==> config.mk <==
export PLATFORM = sky130hd
export DESIGN_NAME = xm23_clock_ctrl
export DESIGN_NICKNAME = d
export VERILOG_FILES = /design/src/rtl/xm23_clock_ctrl.sv
export SDC_FILE = /design/constraint.sdc
export NUM_CORES = 1
export LEC_CHECK = 0
export CORE_MARGIN = 1.5
export CORE_UTILIZATION = 55
export DETAILED_ROUTE_END_ITERATION = 8
export PLACE_DENSITY = 0.82
export REMOVE_ABC_BUFFERS = 1
export SYNTH_ARGS = -nofsm -noshare
export SYNTH_HDL_FRONTEND = slang
export SYNTH_SLANG_ARGS = --single-unit
==> constraint.sdc <==
create_clock -name clock_in -period 12.5 [get_ports clock_in]
set_input_delay 1.25 -clock clock_in [delete_from_list [all_inputs] [get_ports clock_in]]
set_output_delay 1.25 -clock clock_in [all_outputs]
set_load 0.01 [all_outputs]
==> src/rtl/xm23_clock_ctrl.sv <==
// XM23 core clock controller: divides the board clock in RUN mode, holds it in HALT,
// and issues single debounced steps from a push button in STEP mode.
module xm23_clock_ctrl #(
    parameter int CNT_W           = 32,
    parameter int DIV_DEFAULT     = 50_000_000,
    parameter int DEBOUNCE_CYCLES = 1_000_000,
    parameter int DB_W            = 20
) (
    input  logic             clock_in,
    input  logic             reset,
    input  logic [1:0]       mode,
    input  logic [CNT_W-1:0] div_half,
    input  logic             div_load,
    input  logic             step_btn,
    output logic             clock,
    output logic             cpu_en,
    output logic [CNT_W-1:0] cycle_count,
    output logic             running,
    output logic             led
);

    localparam logic [CNT_W-1:0] DIV_INIT = CNT_W'(DIV_DEFAULT);
    localparam logic [CNT_W-1:0] ONE      = CNT_W'(1);
    localparam logic [DB_W-1:0]  DB_LAST  = DB_W'(DEBOUNCE_CYCLES - 1);
    localparam logic [DB_W-1:0]  DB_ONE   = DB_W'(1);
    localparam logic [1:0]       MODE_RUN  = 2'b01;
    localparam logic [1:0]       MODE_STEP = 2'b10;

    typedef enum logic [1:0] {
        HALTED    = 2'd0,
        RUNNING   = 2'd1,
        STEP_HIGH = 2'd2,
        STEP_LOW  = 2'd3
    } state_t;

    state_t            state_q, state_d;
    logic              sync1_q, sync1_d;
    logic              sync2_q, sync2_d;
    logic [DB_W-1:0]   db_cnt_q, db_cnt_d;
    logic              db_level_q, db_level_d;
    logic              step_req_q, step_req_d;
    logic [CNT_W-1:0]  div_q, div_d;
    logic [CNT_W-1:0]  cnt_q, cnt_d;
    logic              clock_q, clock_d;
    logic              cpu_en_q, cpu_en_d;
    logic [CNT_W-1:0]  cycle_count_q, cycle_count_d;
    logic              led_q, led_d;
    logic              running_q, running_d;
    logic              terminal;
    logic              rise;

    // div_q is never zero, so div_q - 1 cannot underflow.
    assign terminal = (cnt_q >= (div_q - ONE));

    always_comb begin
        state_d       = state_q;
        sync1_d       = step_btn;
        sync2_d       = sync1_q;
        db_cnt_d      = db_cnt_q;
        db_level_d    = db_level_q;
        div_d         = div_q;
        cnt_d         = cnt_q;
        clock_d       = clock_q;
        cpu_en_d      = 1'b0;
        cycle_count_d = cycle_count_q;
        led_d         = led_q;
        rise          = 1'b0;

        if (sync2_q == db_level_q) begin
            db_cnt_d = '0;
        end else if (db_cnt_q == DB_LAST) begin
            db_level_d = sync2_q;
            db_cnt_d   = '0;
        end else begin
            db_cnt_d = db_cnt_q + DB_ONE;
        end
        step_req_d = db_level_d & ~db_level_q;

        if (div_load) begin
            div_d = (div_half == '0) ? DIV_INIT : div_half;
        end

        case (state_q)
            HALTED: begin
                clock_d = 1'b0;
                cnt_d   = '0;
                if (mode == MODE_RUN) begin
                    state_d = RUNNING;
                end else if (mode == MODE_STEP && step_req_q) begin
                    state_d = STEP_HIGH;
                    rise    = 1'b1;
                end
            end
            RUNNING: begin
                if (terminal) begin
                    cnt_d = '0;
                    // Mode is only honoured at the end of a low phase so a high phase always completes.
                    if (clock_q) begin
                        clock_d = 1'b0;
                    end else if (mode == MODE_RUN) begin
                        rise = 1'b1;
                    end else begin
                        state_d = HALTED;
                    end
                end else begin
                    cnt_d = cnt_q + ONE;
                end
            end
            STEP_HIGH: begin
                if (terminal) begin
                    cnt_d   = '0;
                    clock_d = 1'b0;
                    state_d = STEP_LOW;
                end else begin
                    cnt_d = cnt_q + ONE;
                end
            end
            default: begin
                if (terminal) begin
                    cnt_d   = '0;
                    state_d = HALTED;
                end else begin
                    cnt_d = cnt_q + ONE;
                end
            end
        endcase

        if (rise) begin
            clock_d       = 1'b1;
            cpu_en_d      = 1'b1;
            cycle_count_d = cycle_count_q + ONE;
            led_d         = ~led_q;
        end

        running_d = (state_d == RUNNING);
    end

    always_ff @(posedge clock_in or negedge reset) begin
        if (!reset) begin
            state_q       <= HALTED;
            sync1_q       <= 1'b0;
            sync2_q       <= 1'b0;
            db_cnt_q      <= '0;
            db_level_q    <= 1'b0;
            step_req_q    <= 1'b0;
            div_q         <= DIV_INIT;
            cnt_q         <= '0;
            clock_q       <= 1'b0;
            cpu_en_q      <= 1'b0;
            cycle_count_q <= '0;
            led_q         <= 1'b0;
            running_q     <= 1'b0;
        end else begin
            state_q       <= state_d;
            sync1_q       <= sync1_d;
            sync2_q       <= sync2_d;
            db_cnt_q      <= db_cnt_d;
            db_level_q    <= db_level_d;
            step_req_q    <= step_req_d;
            div_q         <= div_d;
            cnt_q         <= cnt_d;
            clock_q       <= clock_d;
            cpu_en_q      <= cpu_en_d;
            cycle_count_q <= cycle_count_d;
            led_q         <= led_d;
            running_q     <= running_d;
        end
    end

    assign clock       = clock_q;
    assign cpu_en      = cpu_en_q;
    assign cycle_count = cycle_count_q;
    assign running     = running_q;
    assign led         = led_q;

endmodule

==> results.yml <==
status:
  status: "finished, final reports clean"
global_route:
  antenna_found_initial: 0
  grt_pass1_vias: 5530
  grt_max_degree: 66
  grt_usage_pct: 24.98
  grt_pass1_wl_um: 25940
  overflow: 0
pwr:
  powerDensity_mw_per_mm2: 129.9
  ir_drop_v: 0.0001205
  p_sw_share_pct: 25.42
  clkPwrFrac_pct: 46.7
  seqPwrFrac_pct: 41.5
  intPower_mw: 0.8181
  p_sw_mw: 0.2788
  p_comb_share_pct: 11.8
  p_leak_nw: 3.684
die:
  dieWidth_um: 115.1
  core_area_mm2: 0.01211
  rows: 40
  io_pins: 74
  start_util_pct: 57.06
  dieArea_mm2: 0.01325
  die_h_um: 115.1
yosys:
  avgSynthCellArea_um2: 10.12
  yosys.area.top_type: "dfrtp_1"
  syn-cell-area_mm2: 0.006910
  yosys_warnings: 0
  ys_ff_latch: 126
  async_flop_share_pct: 100.0
  syn_inst: 683
  synth_area_leaders: "dfrtp_1, xor2_1, ha_1"
  ys.flop_type: "dfrtp_1"
  synth_edf_count: 0
  ys_seq_area_share_pct: 45.84
  synthTopCellsByCount: "dfrtp_1, nor2_1, xor2_1"
  synth_cell_type_count: 47
  synth.top_cell.area_share_pct: 41.28
  synth_most_common_cell: "dfrtp_1"
clocking:
  cts_setup_buffers: 0
  cts_buffers: 17
  post_cts_resized: 0
  cts_root_buf: "clkbuf_16"
  clk_latency_ns: 0.42
  h-tree-depth: 4
  cts_hold_buf: 0
  clkSinkCount: 126
  clockBufferDepth: 2
  cts.clk_slew.worst_paths_ns: 0.06
  cts_tree: "yes"
setup_path:
  cp.required_ns: 12.84
  arrival_ns: 5.15
  worstSetupEndpointType: "flop"
  crit_fanout: 35
  critPathKind: "reg2reg"
  start_kind: "flop"
finish:
  utilization_pct: 69.71
  area_growth_pct: 22.18
  stdcell_count: 942
  diodes: 0
  fillCellCount: 901
  drive_above_1_share_pct: 9.948
  fin_nets: 839
sta:
  slew_headroom_pct: 40.92
  timing.hold.ws_ns: 0.3498
  setup_violations: 0
  fmax_ghz: 0.2078
  setup_tns_ns: 0
  rsz0062_at_grt: "no"
  clock_skew_ns: 0.009334
  slew_violations: 0
  finalHoldViolCount: 0
  worst_slew_pin_slew_ns: 0.8838
  fin_crit_sh_pct: 38.50
  post-route-min-period_ns: 4.812
route:
  wl_per_cell_um: 16.70
  drt_iter0_drc: 305
  ant_nets: 0
  route.detailed.drc: 0
  wl_um: 15730
  vias_per_cell: 5.718
  dr.pass1.iters: 5
  via_count: 5386
placement:
  dp_hpwl_um: 11020
  gp_congestion: 0.8774
  io_buffers: 73
  dp_cells: 910
run:
  maxCapViolCount: 0
min_path:
  hold_class: "reg2reg"
## stage by stage
stage	worst slack (ns)	instance area [um^2]	total power, mW
final	7.688	8443	1.097
after global routing	7.187	8443	1.137
after CTS	7.682	8443	1.103
after detailed placement	7.789	7818	0.5900
after global placement	8.068	7818	0.5808
after floorplan	7.695	6842	0.5353
## routing by layer
layer	up-vias	part of all wire, %	routed length (um)	track usage (%)
met3	21	4.1	645	6.009
met4	0	1.9	304	7.490
met1	2667	42	6661	31.00
met2	121	52	8121	43.45
met5	-	0	0	0
li1	2577	-	-	-
## cell type report
class / instances / area (um^2) / share of cell area, %
repair buffers: 77 / 758.2 / 8.980
inverters: 19 / 71.32 / 0.8447
flip-flops and latches: 126 / 3168 / 37.52
multi-input cells: 520 / 3610 / 42.75
well taps: 168 / 210.2 / 2.490
clock buffers: 21 / 470.5 / 5.572
clock inverters: 11 / 155.1 / 1.838
## logic make-up after synthesis
group / share of synthesized area [%]
and+or+nand+nor: 22.40
AOI/OAI and AO/OA: 5.142
muxes: 3.404
adders and majority gates: 7.242
DFF: 45.84
xor gates and xnor gates: 13.94
buffers and inverters: 2.028
## state kept, by name (all words and copies together), names as in the netlist, 2 cells and up
signal	flops
cycle_count	32
db_cnt_q	20
state_q	2
div_q	32
cnt_q	32
## critical path, cell delays in order, from the launching register on
cell and delay [ns]:
dfrtp_1 0.40, or4_4 0.58, nor3_1 0.34, and2_1 0.26, nand3_1 0.17, nor4_1 0.50, nand2_1 0.18, xor2_1 0.20
ha_1 0.30, nand4_1 0.16, nor3_1 0.21, a211oi_1 0.12, o22ai_1 0.33, a211oi_4 0.07, buf_4 0.28, nor4b_1 0.42
xor2_1 0.19
## worst paths after layout
path                          start         endpoint  slack, ns  depth (start not counted)
setup / recovery           div_q[5]  cycle_count[23]       7.69                         16
hold / removal              sync1_q          sync2_q       0.35                          0
setup reg to reg           div_q[5]  cycle_count[23]       7.69                         16
hold reg to reg             sync1_q          sync2_q       0.35                          0
max in group asynchronous     reset        div_q[18]      10.28                          2
min in group asynchronous     reset         div_q[9]       0.92                          1
## power by group through the flow
stage | Clock [mW] | Combinational [mW] | Sequential (mW)
floorplan | 0 | 0.0791 | 0.456
global placement | 0 | 0.120 | 0.460
detailed placement | 0 | 0.128 | 0.462
CTS | 0.517 | 0.130 | 0.455
global route | 0.533 | 0.147 | 0.458
finish | 0.512 | 0.129 | 0.455
## cell usage in the layout (no fill, tap or decap), drive strengths merged, types with 22 or more instances in the layout
master	instances
nor2	78
nand2	46
clkdlybuf4s50	72
nor4	34
nor3	24
ha	40
nand4	22
nand3	39
xor2	71
dfrtp	114
xnor2	39
(Power assumes the default switching activity.)
